<file path="src/rtl/zeta_addr_gen_if.sv">
// rtl/zeta_addr_gen_if.sv - run-control and zeta beat bus between sequencer and NTT butterfly
// Ports (slave = generator side):
//   start, num_blocks      run request and block count, sampled together
//   busy, done             run status, done is a one-cycle pulse
//   rom_addr[2]            lane 0/1 zeta ROM addresses (ROM has 1-cycle registered read)
//   zeta_valid/zeta_ready  beat handshake, zeta_last marks final beat, zeta_beat is beat index
`ifndef NTT_STAGE_CNT
`define NTT_STAGE_CNT 8
`endif

interface zeta_addr_gen_if #(
    parameter int L = `NTT_STAGE_CNT
);
    logic           start;
    logic [7:0]     num_blocks;
    logic           busy;
    logic           done;
    logic [L-2:0]   rom_addr [2];
    logic           zeta_valid;
    logic           zeta_ready;
    logic           zeta_last;
    logic [L-3:0]   zeta_beat;

    modport master (
        output start, num_blocks, zeta_ready,
        input  busy, done, rom_addr, zeta_valid, zeta_last, zeta_beat
    );

    modport slave (
        input  start, num_blocks, zeta_ready,
        output busy, done, rom_addr, zeta_valid, zeta_last, zeta_beat
    );
endinterface

</file>
<file path="src/rtl/zeta_addr_gen.sv">
// rtl/zeta_addr_gen.sv - zeta ROM address sequencer for one NTT stage, two butterflies per beat
// Ports:
//   clk    rising-edge clock
//   rst_n  asynchronous active-low reset
//   bus    zeta_addr_gen_if.slave: start/num_blocks in, busy/done out,
//          rom_addr[2] to the stage zeta ROM, zeta_valid/ready/last/beat beat stream
`ifndef NTT_STAGE_CNT
`define NTT_STAGE_CNT 8
`endif

module zeta_addr_gen #(
    parameter int STAGE = 1,
    parameter int L     = `NTT_STAGE_CNT
) (
    input  logic            clk,
    input  logic            rst_n,
    zeta_addr_gen_if.slave  bus
);
    localparam int AW    = L - 1;
    localparam int BW    = L - 2;
    localparam int SHIFT = L - 1 - STAGE;
    localparam logic [BW-1:0] CNT_LAST = '1;
    localparam logic [BW-1:0] CNT_ONE  = BW'(1);

    typedef enum logic [1:0] {IDLE, RUN, FLUSH} state_t;

    state_t          state_q;
    logic [BW-1:0]   cnt_q;
    logic [7:0]      blk_q;
    logic [7:0]      nblk_q;
    logic [AW-1:0]   saved_q [2];
    logic            valid_q;
    logic            last_q;
    logic [BW-1:0]   beat_q;
    logic            busy_q;
    logic            done_q;

    logic            advance;
    logic            issue;
    logic            final_beat;
    logic [AW-1:0]   issue_addr [2];

    // Butterfly index b = 2*cnt + lane; the table index is its top STAGE bits.
    // After the shift the upper SHIFT bits are already zero, which gives the
    // truncation to STAGE bits and the zero extension in one step.
    function automatic logic [AW-1:0] lane_addr(input logic [BW-1:0] c, input logic lane);
        logic [AW-1:0] b;
        b = {c, lane};
        return b >> SHIFT;
    endfunction

    // The display register can take a new beat when empty or being consumed.
    assign advance    = !valid_q || bus.zeta_ready;
    assign issue      = (state_q == RUN) && advance;
    assign final_beat = (cnt_q == CNT_LAST) && (blk_q == nblk_q - 8'd1);

    always_comb begin
        issue_addr[0] = lane_addr(cnt_q, 1'b0);
        issue_addr[1] = lane_addr(cnt_q, 1'b1);
    end

    // When not issuing, replay the displayed beat's address so the ROM's
    // registered output stays put during a stall.
    always_comb begin
        for (int j = 0; j < 2; j++) begin
            bus.rom_addr[j] = issue ? issue_addr[j] : saved_q[j];
        end
    end

    always_ff @(posedge clk or negedge rst_n) begin
        if (!rst_n) begin
            state_q    <= IDLE;
            cnt_q      <= '0;
            blk_q      <= '0;
            nblk_q     <= '0;
            saved_q[0] <= '0;
            saved_q[1] <= '0;
            valid_q    <= 1'b0;
            last_q     <= 1'b0;
            beat_q     <= '0;
            busy_q     <= 1'b0;
            done_q     <= 1'b0;
        end else begin
            done_q <= 1'b0;

            // ROM data for an issued beat appears one cycle later, so the
            // beat qualifiers are registered alongside it.
            if (advance) begin
                valid_q <= issue;
                if (issue) begin
                    beat_q <= cnt_q;
                    last_q <= final_beat;
                end else begin
                    last_q <= 1'b0;
                end
            end

            case (state_q)
                IDLE: begin
                    if (bus.start) begin
                        if (bus.num_blocks != 8'd0) begin
                            state_q <= RUN;
                            busy_q  <= 1'b1;
                            cnt_q   <= '0;
                            blk_q   <= '0;
                            nblk_q  <= bus.num_blocks;
                        end else begin
                            done_q  <= 1'b1;
                        end
                    end
                end
                RUN: begin
                    if (issue) begin
                        saved_q[0] <= issue_addr[0];
                        saved_q[1] <= issue_addr[1];
                        cnt_q      <= cnt_q + CNT_ONE;
                        if (cnt_q == CNT_LAST) begin
                            blk_q <= blk_q + 8'd1;
                        end
                        if (final_beat) begin
                            state_q <= FLUSH;
                        end
                    end
                end
                FLUSH: begin
                    // Only the final beat can be in flight here.
                    if (valid_q && bus.zeta_ready && last_q) begin
                        state_q <= IDLE;
                        busy_q  <= 1'b0;
                        done_q  <= 1'b1;
                    end
                end
                default: state_q <= IDLE;
            endcase
        end
    end

    assign bus.busy       = busy_q;
    assign bus.done       = done_q;
    assign bus.zeta_valid = valid_q;
    assign bus.zeta_last  = last_q;
    assign bus.zeta_beat  = beat_q;
endmodule

</file>
<file path="src/flat_wrapper.sv">
// flat-port wrapper written by rule: the top's interface ports become plain ports
module zeta_addr_gen_flat 
#(
    parameter int STAGE = 1,
    parameter int L     = `NTT_STAGE_CNT
)
  (clk, rst_n, bus_start, bus_num_blocks, bus_zeta_ready, bus_busy, bus_done, bus_rom_addr, bus_zeta_valid, bus_zeta_last, bus_zeta_beat);
  zeta_addr_gen_if #(.L(L)) bus_i ();
  input  logic clk;
  input  logic rst_n;
  input wire logic [$bits(bus_i.start)-1:0] bus_start;
  input wire logic [$bits(bus_i.num_blocks)-1:0] bus_num_blocks;
  input wire logic [$bits(bus_i.zeta_ready)-1:0] bus_zeta_ready;
  output wire logic [$bits(bus_i.busy)-1:0] bus_busy;
  output wire logic [$bits(bus_i.done)-1:0] bus_done;
  output wire logic [$bits(bus_i.rom_addr)-1:0] bus_rom_addr;
  output wire logic [$bits(bus_i.zeta_valid)-1:0] bus_zeta_valid;
  output wire logic [$bits(bus_i.zeta_last)-1:0] bus_zeta_last;
  output wire logic [$bits(bus_i.zeta_beat)-1:0] bus_zeta_beat;
  assign bus_i.start = bus_start;
  assign bus_i.num_blocks = bus_num_blocks;
  assign bus_i.zeta_ready = bus_zeta_ready;
  assign bus_busy = bus_i.busy;
  assign bus_done = bus_i.done;
  assign bus_rom_addr = {>>{bus_i.rom_addr}};
  assign bus_zeta_valid = bus_i.zeta_valid;
  assign bus_zeta_last = bus_i.zeta_last;
  assign bus_zeta_beat = bus_i.zeta_beat;
  zeta_addr_gen #(.STAGE(STAGE), .L(L)) u_core (.clk(clk), .rst_n(rst_n), .bus(bus_i));
endmodule
</file>
<file path="config.mk">
export PLATFORM = sky130hd
export DESIGN_NAME = zeta_addr_gen_flat
export DESIGN_NICKNAME = d
export VERILOG_FILES = /design/src/rtl/zeta_addr_gen_if.sv /design/src/rtl/zeta_addr_gen.sv /design/src/flat_wrapper.sv
export SDC_FILE = /design/constraint.sdc
export NUM_CORES = 1
export LEC_CHECK = 0
export BUFFER_PORTS_ARGS = -buffer_cell sky130_fd_sc_hd__buf_2
export CAP_MARGIN = 20
export CORE_ASPECT_RATIO = 1.2
export CORE_MARGIN = 3
export CORE_UTILIZATION = 49
export DETAILED_ROUTE_END_ITERATION = 10
export PLACE_DENSITY = 0.75
export SYNTH_ARGS = -nofsm -noshare
export SYNTH_HDL_FRONTEND = slang
export SYNTH_SLANG_ARGS = --single-unit
</file>
<file path="constraint.sdc">
create_clock -name clk -period 1.75 [get_ports clk]
set_clock_uncertainty 0.1 [all_clocks]
set_input_delay 0.35 -clock clk [delete_from_list [all_inputs] [get_ports clk]]
set_output_delay 0.35 -clock clk [all_outputs]
set_load 0.005 [all_outputs]
</file>
Yosys cells after proc, flatten, opt, wreduce, memory -nomap -nowiden:

Cells that the tools add are included.

* output and inout port bits: 24
* input port bits: 12
* register bits: 35

* reductions and logical operators: 17
* $add $sub $neg: 3
* multiplexer cells: 25
* eq/ne operators: 10

Operators by type and width (count)
* $mux 8: 4
* $mux 6: 3
* $pmux 8 s2: 1
* $pmux 6 s2: 1
* $mux 2: 5
* $reduce_and 5->1: 2
* $add 8x1->8 const B: 1
* $eq 8x8->1: 1
* $mux 1: 8
* $ne 2x1->1 const B: 4
* $reduce_and 4->1: 2
* $reduce_bool 8->1: 1
* $sub 8x1->8 const B: 1
* $add 6x1->6 const B: 1
* $eq 6x6->1 const B: 1
* $pmux 2 s3: 1
* $logic_and 1x1->1: 4
* $ne 2x2->1 const B: 2
* $pmux 1 s2: 2
* $reduce_and 2->1: 2
* $reduce_bool 2->1: 2
* $reduce_and 3->1: 1
* $eq 2x1->1 const B: 1
* $eq 2x2->1 const B: 1
* other kinds (3): 3

Longest topological paths before layout:

* depth after elaboration: 6
* mapped depth: 7
* gate-level depth less buffers: 7

Worst setup path before layout:

No wires, ideal clock.

* path kind: register -> register
* start: register u_core.valid_q, in the netlist u_core.bus.zeta_valid
* end: register u_core.blk_q[5]
* slack: -0.204 ns
* data required time: 1.572 ns
* buffers on the path: 0
* data arrival time: 1.776 ns
* cell stages (with the launch flop): 6
* cells stage by stage: dfrtp_1 nor2b_1 a211oi_4 nand3_4 or4_1 a21oi_1

* word-level cells in the longest chain between the ends: 5

RTL lines
* start, declared: RTL line zeta_addr_gen.sv:32 `logic valid_q;`
* start signal, assigned: RTL line zeta_addr_gen.sv:89 `valid_q <= issue;`
* $logic_not 1->1: RTL line zeta_addr_gen.sv:53 `assign advance = !valid_q || bus.zeta_ready;`
* $logic_or 1x1->1: RTL line zeta_addr_gen.sv:53
* $logic_and 1x1->1: RTL line zeta_addr_gen.sv:54 `assign issue = (state_q == RUN) && advance;`
* $ne 2x1->1 (no source line)
* $reduce_and 5->1 (no source line)
* end signal, assigned: RTL line zeta_addr_gen.sv:118 `blk_q <= blk_q + 8'd1;`
* end, declared: RTL line zeta_addr_gen.sv:29 `logic [7:0] blk_q;`

Every way passes these cells.
A chain may end at the register's enable or synchronous reset.

Worst setup path in the final report:

* start: register u_core.nblk_q[0]
* end: register u_core.state_q[0]

* word-level cells in the longest chain between the ends: 5

RTL lines
* start, declared: RTL line zeta_addr_gen.sv:30 `logic [7:0] nblk_q;`
* start signal, assigned: RTL line zeta_addr_gen.sv:106 `nblk_q <= bus.num_blocks;`
* $sub 8x1->8: RTL line zeta_addr_gen.sv:55 `assign final_beat = (cnt_q == CNT_LAST) && (blk_q == nblk_q - 8'd1);`
* $eq 8x8->1: RTL line zeta_addr_gen.sv:55
* $logic_and 1x1->1: RTL line zeta_addr_gen.sv:55
* $ne 2x1->1 (no source line)
* $reduce_and 5->1 (no source line)
* end signal, assigned: RTL line zeta_addr_gen.sv:72 `state_q <= IDLE;`
* end signal, assigned: RTL line zeta_addr_gen.sv:102 `state_q <= RUN;`
* end signal, assigned: RTL line zeta_addr_gen.sv:121 `state_q <= FLUSH;`
* end, declared: RTL line zeta_addr_gen.sv:27 `state_t state_q;`

Every way passes these cells.

==> results by group <==
Run status
  – Status: finished, violations left
  – Failing checks: negative setup slack

Worst setup path
  – Critical R2R Launch: u_core.nblk_q[0]$_DFFE_PN0P_
  – Slowest cell on crit path: dfrtp_1
  – Crit path max fanout: 4
  – CP max stage delay: between 400 and 500 ps
  – FF-to-FF End: u_core.state_q[0]$_DFFE_PN0P_
  – Worst setup SP type: register
  – Worst reg2reg setup slack: -230 ps
  – Setup CP Type: reg -> reg
  – Required @ worst endpoint: ~1800 ps
  – Crit path DAT: 2050 ps
  – Cell depth of the worst flop-to-flop path: 7
  – Crit. End Element: register
  – Worst path cell trace: inv_2, ha_4, xor2_1, nand4_1, nor4b_2, o211ai_1, a211o_1

Global route
  – Largest net degree at the start of global routing: 35
  – GRT Total Usage: about a quarter
  – Gr ovfl total: 0
  – Number of global-route vias before repair: ~1.7k
  – Initial antenna violation count: 0
  – First-pass GRT wire length: just over 8 mm

Layout
  – Diodes inserted: 0
  – Final layout net count: between 200 and 300
  – Layout cells sized above 1: between 40% and 50%
  – Filler cell count: 284
  – Fin util: about 73%
  – Layout area overhead: 40.2%

CTS
  – CTS Root Cell: clkbuf_8
  – Clk slew on worst S/H paths: about 70 ps
  – CTS Buffer Depth: 2
  – TritonCTS Buffers: 5
  – CTS sink count: 34
  – H-Tree Depth: 2
  – Skew-Pair Late Insertion Delay: between 200 and 300 ps
  – CTS tree: done

Floorplan
  – Row Count: 24
  – Core Area: 3690 sq um
  – Die area: around 4700 sq um
  – Io pins: 36
  – Initial Util: a little over 50%
  – Die H: about 74 um
  – Die width: 63.1 um

Worst hold path
  – Hold_sp: bus_num_blocks[4]
  – Tightest Hold Check Type: in -> reg
  – Hold depth: 3
  – Hold endpoint: u_core.nblk_q[4]$_DFFE_PN0P_

Synth
  – Synth cell count leaders: dfrtp_1, buf_4, nand2_1
  – Register area share after synthesis: 44.4%
  – Ys async rst share: between 90% and 100%
  – Register bit count reported by yosys: 34
  – Post-synth top area cell: dfrtp_1
  – Synthesized area per cell: between 9 and 10 sq um
  – Most used flip-flop cell after synthesis: dfrtp_1
  – Syn Std Cell Area: approximately 1900 sq um
  – Post-synthesis cell type count: 40
  – Number of synthesized flops with an enable pin: 0
  – Mapped Cells: roughly 200
  – Top-count cell post-synth: dfrtp_1
  – Synth area leaders: dfrtp_1, mux2_2, buf_4
  – Area share of the largest cell type after synthesis: roughly 44%
  – Yosys warning total: 0

STA
  – Setup TNS: -1150 ps
  – Max Slew Vio Count: 0
  – Setup violators final: 9
  – Fin worst setup slack: -230 ps
  – Peak Freq: approximately 510 MHz
  – Fin crit period: slightly below 2000 ps
  – Fin crit share: 113%
  – Fin. Hold Viols: 0
  – Hold slack final: ~220 ps
  – RSZ-0062 raised after global routing: yes

Route
  – Antenna viol nets, final: 0
  – Routed WL per cell: about 16 um
  – DR vias: 1,735
  – Iteration-0 DRC Markers: 114
  – TritonRoute pass-1 iters: 4
  – Remaining DRCs: 0
  – WL final: 5.17 mm
  – Vias per Instance: roughly 5.3

Power and ir drop
  – Leak: approximately 1.2 nW
  – Final Power: ~3.6 mW
  – PwrDens: between 1000 and 1500 nW/um^2
  – Peak supply drop: approximately 900 uV

Placed design
  – Port bufs: 23
  – Global placement routability congestion: roughly 0.88
  – Hpwl dp: 3.48 mm

Flow run
  – Max-Cap Viols: 0
## sequential cells by signal, summed over array words and instances (netlist names), 2 cells and up
register              cells
u_core.state_q            2
u_core.blk_q              8
u_core.bus.zeta_beat      5
u_core.nblk_q             8
u_core.cnt_q              6
## worst max-delay path, delay by kind of cell, from the launching register on
family,cells,cell delay [ps]
buffers and inverters,1,70
AO/OA/AOI/OAI,2,470
adder cells (fa/ha/maj),1,260
flip-flops,1,420
XOR/XNOR,1,140
AND/OR/NAND/NOR,2,390
## worst max path at each step
stage,startpoint,to,slack (ps)
floorplan,u_core.nblk_q[0]$_DFFE_PN0P_,u_core.state_q[0]$_DFFE_PN0P_,-100
global placement,u_core.nblk_q[0]$_DFFE_PN0P_,u_core.state_q[0]$_DFFE_PN0P_,-170
detailed placement,bus_num_blocks[3],u_core.nblk_q[1]$_DFFE_PN0P_,-250
CTS,u_core.nblk_q[0]$_DFFE_PN0P_,u_core.state_q[0]$_DFFE_PN0P_,-190
global route,u_core.nblk_q[0]$_DFFE_PN0P_,u_core.state_q[0]$_DFFE_PN0P_,-330
finish,u_core.nblk_q[0]$_DFFE_PN0P_,u_core.state_q[0]$_DFFE_PN0P_,-230
## per-layer routing
| layer | global-route usage (%) | wire, um | part of all wire (%) |
|---|---|---|---|
| met1 | 26.0 | 2050 | 40 |
| met2 | 44.1 | 2790 | 54 |
| met3 | 4.53 | 172 | 3.3 |
| met4 | 9.07 | 161 | 3.1 |
| met5 | 0 | 0 | 0 |
## placed cells by master (no fill, tap or decap), types with 5 or more instances in the layout
cell      netlist  layout
a21oi_2         0       5
buf_2           0      22
buf_4          14      48
clkbuf_8        0       6
conb_1          1      12
dfrtp_1        34      31
inv_1           8       5
mux2_2         10       9
nand2_1        14      13
nand3_1        10      10
nand4_1         9       9
nor2_1         10       9
o21ai_0        13      10
xnor2_1         5       5
xor2_1          8       8
## where the power goes
group	switching (mW)	total [mW]	internal (mW)
Sequential	0.183	1.18	0.994
Combinational	0.868	1.85	0.981
Clock	0.278	0.595	0.317
## timing repair
item                                   4_1_cts  5_1_grt
pin swaps                                   13       13
hold buffers                                 1        0
endpoints found under the hold margin       16        0
setup endpoints to repair                   18       18
resized for setup                           20       16
cloned                                       0        0
buffers inserted                             7        2
## kinds of logic (layout without fill, tap and decap cells)
logic type | Yosys count | in the layout | synth area share [%]
compound gates | 34 | 34 | 11.1
fa+ha+maj | 3 | 3 | 1.96
mux | 10 | 10 | 5.88
simple gates | 76 | 76 | 22.7
flops | 34 | 34 | 44.4
other cells | 1 | 12 | 0.196
buf+inv | 26 | 91 | 7.84
xor+xnor | 13 | 13 | 5.94
## cell type report
class | instances | area [sq um] | share of cell area [%]
Inverter | 8 | 30.0 | 1.12
Multi-Input combinational cell | 148 | 1110 | 41.3
Timing Repair Buffer | 75 | 534 | 19.9
Tap cell | 52 | 65.1 | 2.42
Clock buffer | 7 | 86.3 | 3.22
Clock inverter | 1 | 5.00 | 0.186
Sequential cell | 34 | 855 | 31.8
## through the flow
step           instances  setup slack, ps  cell area (sq um)
6_report             325             -230               2690
5_1_grt              325             -332               2690
4_1_cts              323             -194               2610
3_5_place_dp         307             -250               2370
3_3_place_gp         307             -175               2370
2_1_floorplan        208             -101               2000
Power figures use the tool's default switching activity.
